File: src/rtl/time_set_ctrl.sv
// Digital clock sequencer: 1 Hz tick and sec->min->hour carry in RUN, plus key-driven
// set mode with debounced keys, field select, auto-repeat, field blink and seconds clear.
module time_set_ctrl #(
    parameter int CLK_HZ          = 50_000_000,
    parameter int DEBOUNCE_CYCLES = 1_000_000,
    parameter int HOLD_CYCLES     = 25_000_000,
    parameter int REPEAT_CYCLES   = 5_000_000,
    parameter int BLINK_CYCLES    = 12_500_000
) (
    input  logic       clock,
    input  logic       reset,
    input  logic       key_mode_n,
    input  logic       key_inc_n,
    input  logic       sec_max,
    input  logic       min_max,
    output logic       tick_1hz,
    output logic       inc_sec,
    output logic       inc_min,
    output logic       inc_hour,
    output logic       clr_sec,
    output logic       set_active,
    output logic [1:0] state,
    output logic       blank_hour,
    output logic       blank_min,
    output logic       blank_sec
);

    typedef enum logic [1:0] {
        ST_RUN      = 2'd0,
        ST_SET_HOUR = 2'd1,
        ST_SET_MIN  = 2'd2,
        ST_SET_SEC  = 2'd3
    } state_t;

    localparam int REP_MAX = (HOLD_CYCLES > REPEAT_CYCLES) ? HOLD_CYCLES : REPEAT_CYCLES;
    localparam int PRE_W   = $clog2(CLK_HZ + 1);
    localparam int DB_W    = $clog2(DEBOUNCE_CYCLES + 1);
    localparam int REP_W   = $clog2(REP_MAX + 1);
    localparam int BL_W    = $clog2(BLINK_CYCLES + 1);

    localparam logic [PRE_W-1:0] PRE_LAST  = PRE_W'(CLK_HZ - 1);
    localparam logic [DB_W-1:0]  DB_LAST   = DB_W'(DEBOUNCE_CYCLES - 1);
    localparam logic [REP_W-1:0] HOLD_LAST = REP_W'(HOLD_CYCLES - 1);
    localparam logic [REP_W-1:0] REP_LAST  = REP_W'(REPEAT_CYCLES - 1);
    localparam logic [BL_W-1:0]  BL_LAST   = BL_W'(BLINK_CYCLES - 1);

    // Key bit 0 = mode, bit 1 = inc; synchronizers hold raw (active-low) levels.
    logic [1:0]       sync1_r, sync2_r, synced_s;
    logic [1:0]       db_level_r, db_prev_r, press_r;
    logic [DB_W-1:0]  db_cnt_r [2];

    state_t           state_r, next_state_s;
    logic [PRE_W-1:0] pre_r, pre_next_s;
    logic [REP_W-1:0] rep_cnt_r, rep_cnt_next_s;
    logic             rep_active_r, rep_active_next_s, rep_first_r, rep_first_next_s;
    logic [BL_W-1:0]  blink_cnt_r, blink_cnt_next_s;
    logic             blink_r, blink_next_s;
    logic             tick_r, inc_sec_r, inc_min_r, inc_hour_r, clr_sec_r, set_active_r;
    logic             blank_hour_r, blank_min_r, blank_sec_r;

    logic mode_ev_s, inc_ev_s, inc_db_s, in_adj_s, run_s, tick_s;
    logic rep_hold_s, rep_fire_s, key_hour_s, key_min_s, key_clr_s, blink_restart_s;

    assign synced_s  = ~sync2_r;
    assign mode_ev_s = press_r[0];
    assign inc_ev_s  = press_r[1] & ~press_r[0];
    assign inc_db_s  = db_level_r[1];
    assign in_adj_s  = (state_r == ST_SET_HOUR) || (state_r == ST_SET_MIN);
    assign run_s     = (state_r == ST_RUN) && !mode_ev_s;
    assign tick_s    = run_s && (pre_r == PRE_LAST);

    assign rep_hold_s = rep_active_r && inc_db_s && in_adj_s && !mode_ev_s;
    assign rep_fire_s = rep_hold_s && (rep_first_r ? (rep_cnt_r == HOLD_LAST) : (rep_cnt_r == REP_LAST));

    // Key synchronizers, debounce counters and press-edge detection.
    always_ff @(posedge clock) begin
        if (reset) begin
            sync1_r    <= 2'b11;
            sync2_r    <= 2'b11;
            db_level_r <= 2'b00;
            db_prev_r  <= 2'b00;
            press_r    <= 2'b00;
            for (int i = 0; i < 2; i++) begin
                db_cnt_r[i] <= DB_W'(0);
            end
        end else begin
            sync1_r   <= {key_inc_n, key_mode_n};
            sync2_r   <= sync1_r;
            db_prev_r <= db_level_r;
            press_r   <= db_level_r & ~db_prev_r;
            for (int i = 0; i < 2; i++) begin
                if (synced_s[i] == db_level_r[i]) begin
                    db_cnt_r[i] <= DB_W'(0);
                end else if (db_cnt_r[i] == DB_LAST) begin
                    db_level_r[i] <= synced_s[i];
                    db_cnt_r[i]   <= DB_W'(0);
                end else begin
                    db_cnt_r[i] <= db_cnt_r[i] + DB_W'(1);
                end
            end
        end
    end

    // FSM state register.
    always_ff @(posedge clock) begin
        if (reset) begin
            state_r <= ST_RUN;
        end else begin
            state_r <= next_state_s;
        end
    end

    // Next state and key-driven field pulses; a mode press swallows a same-cycle inc press.
    always_comb begin
        next_state_s = state_r;
        key_hour_s   = 1'b0;
        key_min_s    = 1'b0;
        key_clr_s    = 1'b0;
        case (state_r)
            ST_RUN: begin
                if (mode_ev_s) next_state_s = ST_SET_HOUR;
                else           next_state_s = ST_RUN;
            end
            ST_SET_HOUR: begin
                if (mode_ev_s) begin
                    next_state_s = ST_SET_MIN;
                end else begin
                    next_state_s = ST_SET_HOUR;
                    key_hour_s   = inc_ev_s | rep_fire_s;
                end
            end
            ST_SET_MIN: begin
                if (mode_ev_s) begin
                    next_state_s = ST_SET_SEC;
                end else begin
                    next_state_s = ST_SET_MIN;
                    key_min_s    = inc_ev_s | rep_fire_s;
                end
            end
            ST_SET_SEC: begin
                if (mode_ev_s) begin
                    next_state_s = ST_RUN;
                end else begin
                    next_state_s = ST_SET_SEC;
                    key_clr_s    = inc_ev_s;
                end
            end
            default: next_state_s = ST_RUN;
        endcase
    end

    // Prescaler runs only in RUN and sits at zero otherwise, so re-entry starts a full second.
    always_comb begin
        pre_next_s = PRE_W'(0);
        if (!run_s) begin
            pre_next_s = PRE_W'(0);
        end else if (pre_r == PRE_LAST) begin
            pre_next_s = PRE_W'(0);
        end else begin
            pre_next_s = pre_r + PRE_W'(1);
        end
    end

    // Auto-repeat: first step after the hold delay, then at the repeat period while held.
    always_comb begin
        rep_active_next_s = 1'b0;
        rep_first_next_s  = 1'b0;
        rep_cnt_next_s    = REP_W'(0);
        if (inc_ev_s && in_adj_s) begin
            rep_active_next_s = 1'b1;
            rep_first_next_s  = 1'b1;
        end else if (rep_fire_s) begin
            rep_active_next_s = 1'b1;
            rep_first_next_s  = 1'b0;
        end else if (rep_hold_s) begin
            rep_active_next_s = 1'b1;
            rep_first_next_s  = rep_first_r;
            rep_cnt_next_s    = rep_cnt_r + REP_W'(1);
        end else begin
            rep_active_next_s = 1'b0;
        end
    end

    assign blink_restart_s = (next_state_s != state_r) || key_hour_s || key_min_s || key_clr_s;

    // Blink phase restarts visible on state entry and on every step it issues.
    always_comb begin
        blink_cnt_next_s = BL_W'(0);
        blink_next_s     = 1'b0;
        if ((next_state_s == ST_RUN) || blink_restart_s) begin
            blink_next_s = 1'b0;
        end else if (blink_cnt_r == BL_LAST) begin
            blink_next_s = ~blink_r;
        end else begin
            blink_cnt_next_s = blink_cnt_r + BL_W'(1);
            blink_next_s     = blink_r;
        end
    end

    // Datapath counters and registered outputs.
    always_ff @(posedge clock) begin
        if (reset) begin
            pre_r        <= PRE_W'(0);
            rep_cnt_r    <= REP_W'(0);
            rep_active_r <= 1'b0;
            rep_first_r  <= 1'b0;
            blink_cnt_r  <= BL_W'(0);
            blink_r      <= 1'b0;
            tick_r       <= 1'b0;
            inc_sec_r    <= 1'b0;
            inc_min_r    <= 1'b0;
            inc_hour_r   <= 1'b0;
            clr_sec_r    <= 1'b0;
            set_active_r <= 1'b0;
            blank_hour_r <= 1'b0;
            blank_min_r  <= 1'b0;
            blank_sec_r  <= 1'b0;
        end else begin
            pre_r        <= pre_next_s;
            rep_cnt_r    <= rep_cnt_next_s;
            rep_active_r <= rep_active_next_s;
            rep_first_r  <= rep_first_next_s;
            blink_cnt_r  <= blink_cnt_next_s;
            blink_r      <= blink_next_s;
            tick_r       <= tick_s;
            inc_sec_r    <= tick_s;
            inc_min_r    <= (tick_s && sec_max) || key_min_s;
            inc_hour_r   <= (tick_s && sec_max && min_max) || key_hour_s;
            clr_sec_r    <= key_clr_s;
            set_active_r <= (next_state_s != ST_RUN);
            blank_hour_r <= blink_next_s && (next_state_s == ST_SET_HOUR);
            blank_min_r  <= blink_next_s && (next_state_s == ST_SET_MIN);
            blank_sec_r  <= blink_next_s && (next_state_s == ST_SET_SEC);
        end
    end

    assign tick_1hz   = tick_r;
    assign inc_sec    = inc_sec_r;
    assign inc_min    = inc_min_r;
    assign inc_hour   = inc_hour_r;
    assign clr_sec    = clr_sec_r;
    assign set_active = set_active_r;
    assign state      = state_r;
    assign blank_hour = blank_hour_r;
    assign blank_min  = blank_min_r;
    assign blank_sec  = blank_sec_r;

endmodule

File: config.mk
export PLATFORM = sky130hd
export DESIGN_NAME = time_set_ctrl
export DESIGN_NICKNAME = d
export VERILOG_FILES = /design/src/rtl/time_set_ctrl.sv
export SDC_FILE = /design/constraint.sdc
export NUM_CORES = 1
export LEC_CHECK = 0
export CAP_MARGIN = 20
export CORE_MARGIN = 1.5
export CORE_UTILIZATION = 30
export CTS_CLUSTER_SIZE = 40
export DETAILED_ROUTE_END_ITERATION = 6
export PLACE_DENSITY_LB_ADDON = 0.08
export SYNTH_ARGS = -nofsm -noshare
export SYNTH_HDL_FRONTEND = slang
export SYNTH_SLANG_ARGS = --single-unit
export TNS_END_PERCENT = 30
File: constraint.sdc
create_clock -name clock -period 5.55 [get_ports clock]
set_input_delay 0.555 -clock clock [delete_from_list [all_inputs] [get_ports clock]]
set_output_delay 0.555 -clock clock [all_outputs]
set_load 0.01 [all_outputs]
# ---- Yosys cells after proc, flatten, opt, wreduce, memory -nomap -nowiden
# Memory sizes are Yosys's and may differ from the RTL's.
# Cells that the tools add are included.
dict set report word_totals {
  reg_bits 98
  ram_bits 40
  input_bits 6
  output_inout_bits 11
  wordCells 137
  memories 1
}
# name words width rd rd_clocked_by_memory_dff write_ports line
set mem_list {}
lappend mem_list {db_cnt_r 2 20 2 0 2 50} ;# logic [DB_W-1:0] db_cnt_r [2];
dict set report classes {
  n_addsub 5
  eq_ne 16
  muxes 49
  bitwise_logic 17
  reduce_logical 28
}
# op count
set op_table {}
lappend op_table {{$mux W20} 6}
lappend op_table {{$add A20 B1 Y20 const B} 2}
lappend op_table {{$eq A20 B20 Y1 const B} 2}
lappend op_table {{$mux W1} 40}
lappend op_table {{$add A26 B1 Y26 const B} 1}
lappend op_table {{$eq A26 B26 Y1 const B} 1}
lappend op_table {{$add A25 B1 Y25 const B} 1}
lappend op_table {{$eq A25 B23 Y1 const B} 1}
lappend op_table {{$eq A25 B25 Y1 const B} 1}
lappend op_table {{$add A24 B1 Y24 const B} 1}
lappend op_table {{$eq A24 B24 Y1 const B} 1}
lappend op_table {{$logic_and A1 B1 Y1} 12}
lappend op_table {{$eq A2 B2 Y1 const B} 4}
lappend op_table {{$pmux W2 S4} 1}
lappend op_table {{$logic_or A1 B1 Y1} 7}
lappend op_table {{$or A1 B1 Y1} 7}
lappend op_table {{$not A1 Y1} 6}
lappend op_table {{$reduce_or A3 Y1} 2}
lappend op_table {{$eq A2 B1 Y1 const B} 2}
lappend op_table {{$logic_not A2 Y1} 2}
lappend op_table {{$mux W2} 2}
lappend op_table {{$not A2 Y2} 2}
lappend op_table {{$reduce_and A2 Y1} 2}
lappend op_table {{$reduce_or A4 Y1} 1}
lappend op_table {{other kinds (7)} 8}

# ---- Depth between registers and ports, before layout
dict set report logic_depth {
  word_depth 14
  mapped_depth 8
  ltp_nobuf 7
}

# ---- Least setup slack after synthesis
# No wires, ideal clock.
dict set report synth_timing {
  path_kind {register -> register}
  startpoint {memory db_cnt_r[1][7] in the netlist's numbering}
  endpoint {memory db_cnt_r[1][11] in the netlist's numbering, data pin}
  setup_time_ns 0.257
  t_arrival_ns 1.745
  t_required_ns 5.293
  path_slack_ns 3.549
  path_stages_with_launch 6
  n_path_buf 1
  period_less_slack_ns 2.001
  cell_sequence {edfxtp_1 or4b_2 nor4_1 or3_1 buf_2 nor2_1}
}
# element line
set synth_lines {}
lappend synth_lines {{start: declaration} 50}

# ---- Final worst setup path
dict set report layout_timing {
  startpoint {register state_r[0], in the netlist state[0]}
  endpoint {register blank_hour_r, in the netlist blank_hour}
}
dict set report layout_via {
  elab_chain_len 14
  elab_cells_between_ends 23
  classes_between {eq/ne (5); mux (6); bitwise (1); reduce/logical (11)}
}
# element line
set layout_rtl {}
lappend layout_rtl {{start: declaration} 52} ;# state_t state_r, next_state_s;
lappend layout_rtl {{start signal: assignment} 109} ;# state_r <= next_state_s;
lappend layout_rtl {{$eq A2 B1 Y1 / $eq A2 B2 Y1 (equally long branches)} {68, 119}}
lappend layout_rtl {{$logic_or A1 B1 Y1} 68} ;# assign in_adj_s = (state_r == ST_SET_HOUR) || (state_r == ST_SET_MIN);
lappend layout_rtl {{$logic_and A1 B1 Y1 (2 in series)} 72} ;# assign rep_hold_s = rep_active_r && inc_db_s && in_adj_s && !mode_ev_s;
lappend layout_rtl {{$logic_and A1 B1 Y1} 73} ;# assign rep_fire_s = rep_hold_s && (rep_first_r ? (rep_cnt_r == HOLD_LAST) : (rep_cnt_r == REP_LAST));
lappend layout_rtl {{$or A1 B1 Y1} {129, 137}}
lappend layout_rtl {{$mux W1} {125, 133}}
lappend layout_rtl {{$mux W1} 119} ;# case (state_r)
lappend layout_rtl {{$logic_or A1 B1 Y1 (3 in series)} 184} ;# assign blink_restart_s = (next_state_s != state_r) || key_hour_s || key_min_s || key_clr_s;
lappend layout_rtl {{$logic_or A1 B1 Y1} 190} ;# if ((next_state_s == ST_RUN) || blink_restart_s) begin
lappend layout_rtl {{$mux W1} 190}
lappend layout_rtl {{$logic_and A1 B1 Y1 *} 231} ;# blank_hour_r <= blink_next_s && (next_state_s == ST_SET_HOUR);
lappend layout_rtl {{end signal: assignment} 231}
lappend layout_rtl {{end: declaration} 59} ;# logic blank_hour_r, blank_min_r, blank_sec_r;
# Every way passes the cells marked *; elsewhere a longest branch is shown, timed or not.
# A chain may end at the register's enable or synchronous reset.

==> flow_summary.yaml <==
status:
  outcome: "complete, no violations"
grt:
  grtUsageTotal_pct: 12.3
  antenna_found_initial: 0
  grt_max_degree: 29
  grt_pass1_vias: 4651
  overflow: 0
  grt_pass1_wl_um: 22000
sta:
  fin_setup_tns_ns: 0
  tightestPinTransition_ns: 0.932
  hold_viol_final: 0
  period_share_pct: 51.1
  drv_slew: 0
  hold_ws_ns: 0.383
  worst_slack_ns: 2.71
  period_needed_ns: 2.84
  relSlewSlack_pct: 37.4
  finalSetupViolations: 0
  fmaxAchievable_mhz: 353
  fin_skew_ns: 0.00954
  rsz0062_at_grt: "no"
synth:
  synthTopCellsByCount: "104 x nor2_1, 98 x dfxtp_1, 72 x xor2_1"
  yosysMostFrequentCell: "nor2_1"
  syn_inst: 671
  synth_top_area_share_pct: 30.2
  yosys-top-cells-area: "dfxtp_1 30%, edfxtp_1 18%, xor2_1 9.7%"
  ys_ff_latch: 138
  synthDistinctLibCells: 51
  yosys_warnings: 0
  ys.flop_type: "dfxtp_1"
  synth_edf_count: 40
  avgSynthCellArea_um2: 9.68
  synth_area_leader_cell: "dfxtp_1"
  synth-seq-area-share_pct: 48.7
  syn_area_um2: 6500
  async_flop_share_pct: 0
setup_path:
  critPathLaunchType: "flop"
  crit_arrival_ns: 3.12
  reg2reg_to: "blank_hour"
  required_ns: 5.84
  crit_fanout: 28
  r2r_start: "state[0]"
  crit_type: "reg -> reg"
  cp_slowest_cell: "nand4_2"
  slowest_delay_ns: 0.67
  r2r_cells: 7
  cp-end-kind: "flop"
  reg2reg_setup_slack_ns: 2.71
  crit_chain: "inv_1, ha_1, o21ai_0, o31a_1, xnor2_1, nand4_2, nor4b_1"
placed_design:
  portBuffers: 16
  pre_cts_ws_ns: 2.71
  gp_congestion: 0.742
  place_hpwl_um: 8670
detailed_routing:
  route.met2.wl_um: 5670
  met1Wirelength_um: 6540
  dr_wl_met3_um: 346
  firstDrtPassIters: 4
  routedWlPerCell_um: 12.6
  route.vias.total: 4631
  routed.top_layer: "met4"
  ant_nets: 0
  vias_per_cell: 4.59
  drc_errors: 0
  routed_wl_um: 12700
  drtIter0Drc: 139
clock_network:
  cts_max_level: 4
  insertion_delay_ns: 0.41
  cts_tree: "built"
  cts_made_buffers: 17
  clock_sinks: 138
  clk_pin_slew_ns: 0.06
  cts_setup_buffers: 0
  ctsHoldBuffers: 0
  clockBufferDepth: 2
  post_cts_resized: 0
  clock-root-buffer: "clkbuf_16"
hold_path:
  worstHoldStart: "db_prev_r[1]"
  holdPathEnd: "press_r[1]"
  min_path_cells: 1
  worst_hold_path_type: "reg -> reg"
final_layout:
  post-route-util_pct: 35.6
  diodes: 0
  finalNetCount: 738
  drive_gt1_share_pct: 7.77
  areaGrowthSynthToFinish_pct: 15.8
floorplanning:
  die_w_um: 150
  start_util_pct: 30.7
  io_pins: 17
  die_h_um: 150
  rows: 53
  core_um2: 21200
  die_area_um2: 22500
run:
  maxCapViolCount: 0
power:
  power_density_nw_per_um2: 282
  peakVddDrop_uv: 167
  leakagePower_nw: 2.48
==> critical path: cells and delay by family (launching register included) <==
kind / cells / cell delay [ns]
buffers and inverters: 1 / 0.14
AND/OR/NAND/NOR: 2 / 1.23
XOR/XNOR: 1 / 0.16
flip-flops: 1 / 0.40
AO/OA/AOI/OAI: 2 / 0.48
adder cells (fa/ha/maj): 1 / 0.29
==> kinds of logic (layout without fill, tap and decap cells) <==
logic type,Yosys count,in the layout,share of synthesized area (%)
multiplexers,1,1,0.154
flip-flops,138,138,48.7
other,1,40,0.0577
XOR/XNOR,107,107,14.4
buffers and inverters,35,59,2.99
AO/OA/AOI/OAI,20,20,1.83
adder cells (fa/ha/maj),10,10,1.93
AND/OR/NAND/NOR,359,359,29.9
==> cell type report <==
cell class | instances | area (um^2)
Clock buffer | 22 | 475
Multi-Input combinational cell | 537 | 3290
Clock inverter | 9 | 48.8
Inverter | 11 | 41.3
Tap cell | 275 | 344
Sequential cell | 138 | 3160
Fill cell | 2148 | 13600
Timing Repair Buffer | 17 | 165
==> routing by layer <==
| metal | global-route usage, % | vias to the layer above |
|---|---|---|
| met3 | 3.52 | 6 |
| met4 | 3.68 | 0 |
| met1 | 16.2 | 2179 |
| li1 | - | 2403 |
| met2 | 19.7 | 43 |
| met5 | 0 | - |
==> how the worst max path moves through the flow <==
| stage | end | startpoint | slack, ns | cells past startpoint |
|---|---|---|---|---|
| after floorplan | db_cnt_r[1][11] | db_cnt_r[1][7] | 3.55 | 5 |
| after global placement | blank_min | state[0] | 2.79 | 7 |
| after detailed placement | blank_hour | state[0] | 2.71 | 7 |
| after CTS | blank_hour | state[0] | 2.66 | 7 |
| after global routing | blank_hour | state[0] | 2.38 | 7 |
| final | blank_hour | state[0] | 2.71 | 7 |
==> sequential cells by signal (all words and copies together), names as in the netlist, 2 cells and up <==
register	flops
blink_cnt_r	24
db_cnt_r	40
db_level_r	2
db_prev_r	2
pre_r	26
press_r	2
rep_cnt_r	25
state	2
sync1_r	2
sync2_r	2
==> cell usage in the layout, fill, tap and decap left out, types with 5 or more instances in the layout <==
| cell type | Yosys | routed |
|---|---|---|
| nor2_4 | 8 | 8 |
| ha_1 | 10 | 10 |
| xor2_1 | 72 | 72 |
| clkbuf_16 | 0 | 18 |
| clkdlybuf4s50_1 | 0 | 16 |
| o21ai_0 | 5 | 5 |
| inv_1 | 11 | 11 |
| dfxtp_1 | 98 | 98 |
| and3_1 | 16 | 16 |
| a21oi_1 | 8 | 8 |
| edfxtp_1 | 40 | 40 |
| xnor2_1 | 35 | 35 |
| and4_1 | 15 | 15 |
| nor2b_1 | 5 | 5 |
| nand4_1 | 29 | 29 |
| nor3_1 | 37 | 37 |
| or2_2 | 6 | 6 |
| nand3_1 | 46 | 46 |
| nor4_1 | 9 | 9 |
| nor2_1 | 104 | 104 |
| clkinv_2 | 0 | 8 |
| conb_1 | 1 | 40 |
| nand2_1 | 43 | 43 |
==> power by group <==
part	total [W]	switching (W)	internal [W]
sequential	0.00107	0.0000157	0.00105
combinational	0.0000412	0.0000249	0.0000162
clock	0.00101	0.000411	0.000601
total	0.00212	0.000451	0.00167
==> through the flow <==
stage	cell area, um^2	total power (W)	cells
after CTS	7520	0.00217	1009
final	7520	0.00212	1009
after global routing	7520	0.00222	1009
after detailed placement	7000	0.00113	978
after floorplan	6640	0.00112	710
after global placement	6990	0.00113	977
Note: power is estimated with default switching activity, not from simulation.
==> edit, RTL diff (config.mk and constraints unchanged) <==
Add an input register stage for `key_mode_n`, `key_inc_n`, `sec_max` and `min_max`, without a reset; this delays them by one clock.
--- a/src/rtl/time_set_ctrl.sv
+++ b/src/rtl/time_set_ctrl.sv
@@ -46,2 +46,14 @@
 
+    logic key_mode_n_q;
+    logic key_inc_n_q;
+    logic sec_max_q;
+    logic min_max_q;
+
+    always_ff @(posedge clock) begin
+        key_mode_n_q <= key_mode_n;
+        key_inc_n_q  <= key_inc_n;
+        sec_max_q    <= sec_max;
+        min_max_q    <= min_max;
+    end
+
     // Key bit 0 = mode, bit 1 = inc; synchronizers hold raw (active-low) levels.
@@ -86,3 +98,3 @@
         end else begin
-            sync1_r   <= {key_inc_n, key_mode_n};
+            sync1_r   <= {key_inc_n_q, key_mode_n_q};
             sync2_r   <= sync1_r;
@@ -226,4 +238,4 @@
             inc_sec_r    <= tick_s;
-            inc_min_r    <= (tick_s && sec_max) || key_min_s;
-            inc_hour_r   <= (tick_s && sec_max && min_max) || key_hour_s;
+            inc_min_r    <= (tick_s && sec_max_q) || key_min_s;
+            inc_hour_r   <= (tick_s && sec_max_q && min_max_q) || key_hour_s;
             clr_sec_r    <= key_clr_s;
Behaviour: no difference found for any inputs over 10 cycles, from zero or initial values and one cycle with reset high; that may be too few to reach the edited logic, so the function may still have changed.
==> edit against the unedited design <==
Die area rose by 1.2%; design area is 2.4% higher; critical path depth unchanged; count of clock-buffer cells in the layout is 5 lower; power rose by 10%; worst setup slack better by 0.18 ns; sequential cell count rose by 4; core utilization increased by 0.61 points; area after synthesis increased by 1.2%; wire length is 1.5% higher; non-clock buffer count did not move; sequential share of layout area is 0.070 points higher; critical path type unchanged; highest routed layer unchanged.
==> edit: results (changes against the unedited design) <==
| Metric | Value |
|---|---|
| Number of global-route vias before repair | 4510 (-3.0%) |
| Share of layout cells above drive strength 1 | 8.12% (+0.35 points) |
| Worst-margin pin slew | 1.05 ns (+0.119 ns) |
| CP Capture Point | blank_min |
| Post-Route WL | 12.9 mm (+1.5%) |
| Final estimated routing congestion in global placement | 0.760 (+2.3%) |
| Multiplexer share of the synthesized area | 0.152% (-0.0019 points) |
| Register area share after synthesis | 49.3% (+0.62 points) |
| PnR worst setup slack | 2.90 ns (+0.183 ns) |
| Maximum vdd ir drop | 0.185 mV (+11%) |
| Detailed router's first-iteration violation count | 310 (+120%) |
| HPWL Detailed | 8.78 mm (+1.3%) |
| Place WS | 2.85 ns (+0.141 ns) |
| Compound-Gate Fraction of Synth Area | 1.81% (-0.022 points) |
| Fillcell total | 2131 (-0.79%) |
| IO Port Bufs | 16 (unchanged) |
| WHS | 0.383 ns (-0.000747 ns) |
| Slowest cell on crit path | nand4_2 |
| Final nets | 742 (+0.54%) |
| Area after DPL | 7080 sq um (+1.2%) |
| DR pass1 iterations | 4 (unchanged) |
| Worst path top cell family by delay | simple AND/OR/NAND/NOR gates |
| Leak Pwr | 2.54 nW (+2.5%) |
| Mean Syn Cell Area | 9.74 sq um (+0.63%) |
| WP data arrival | 2.96 ns (-0.16 ns) |
| DR vias | 4678 (+1.0%) |
| Max incr delay on CP | 0.62 ns (-0.05 ns) |
| Synth area leaders | dfxtp_1 (31%), edfxtp_1 (18%), xor2_1 (9.6%) |
| Commonest cells post-synth | nor2_1 (104), dfxtp_1 (102), xor2_1 (72) |
| Final non-filler cell total | 1014 (+0.50%) |
| Layout Skew | 0.0109 ns (+0.00133 ns) |
| Xor and xnor area share after synthesis | 14.3% (-0.18 points) |
| First-pass GRT wire length | 22.3 mm (+1.4%) |
| Outcome | finished clean |
| GRT Overall Usage | 12.5% (+0.20 points) |
| Adder-cell share of the synthesized area | 1.90% (-0.023 points) |
| Clock Latency Late Sink | 0.42 ns |
| Crit Path Class | flip-flop to flip-flop |
| Inst Count DP | 982 (+0.41%) |
==> edit: changes by cell type in the layout (fill, tap and decap cells not counted), sizes merged <==
cell and change:
bufinv +4, clkbuf -5, clkinv -3, clkinvlp +3
dfxtp +4, inv +2
==> edit: power by group <==
part	internal, W	total, W	switching, W
logic	0.0000167	0.0000416	0.0000249
registers	0.00108	0.00110	0.0000164
clock network	0.000750	0.00120	0.000451
==> edit: metal layers <==
layer  GRT usage, %  wire length (um)
met2           18.8              5650
met3           3.61               366
met5              0                 0
met4           4.22               133
met1           17.2              6720
==> edit: final cells by class <==
| class | instances | area, sq um | share of cell area, % |
|---|---|---|---|
| Clock inverter | 15 | 194 | 2.52 |
| Multi-Input combinational cell | 537 | 3290 | 42.7 |
| Sequential cell | 142 | 3240 | 42.1 |
| Clock buffer | 17 | 425 | 5.52 |
| Inverter | 11 | 41.3 | 0.536 |
| Timing Repair Buffer | 17 | 168 | 2.18 |
| Tap cell | 275 | 344 | 4.47 |
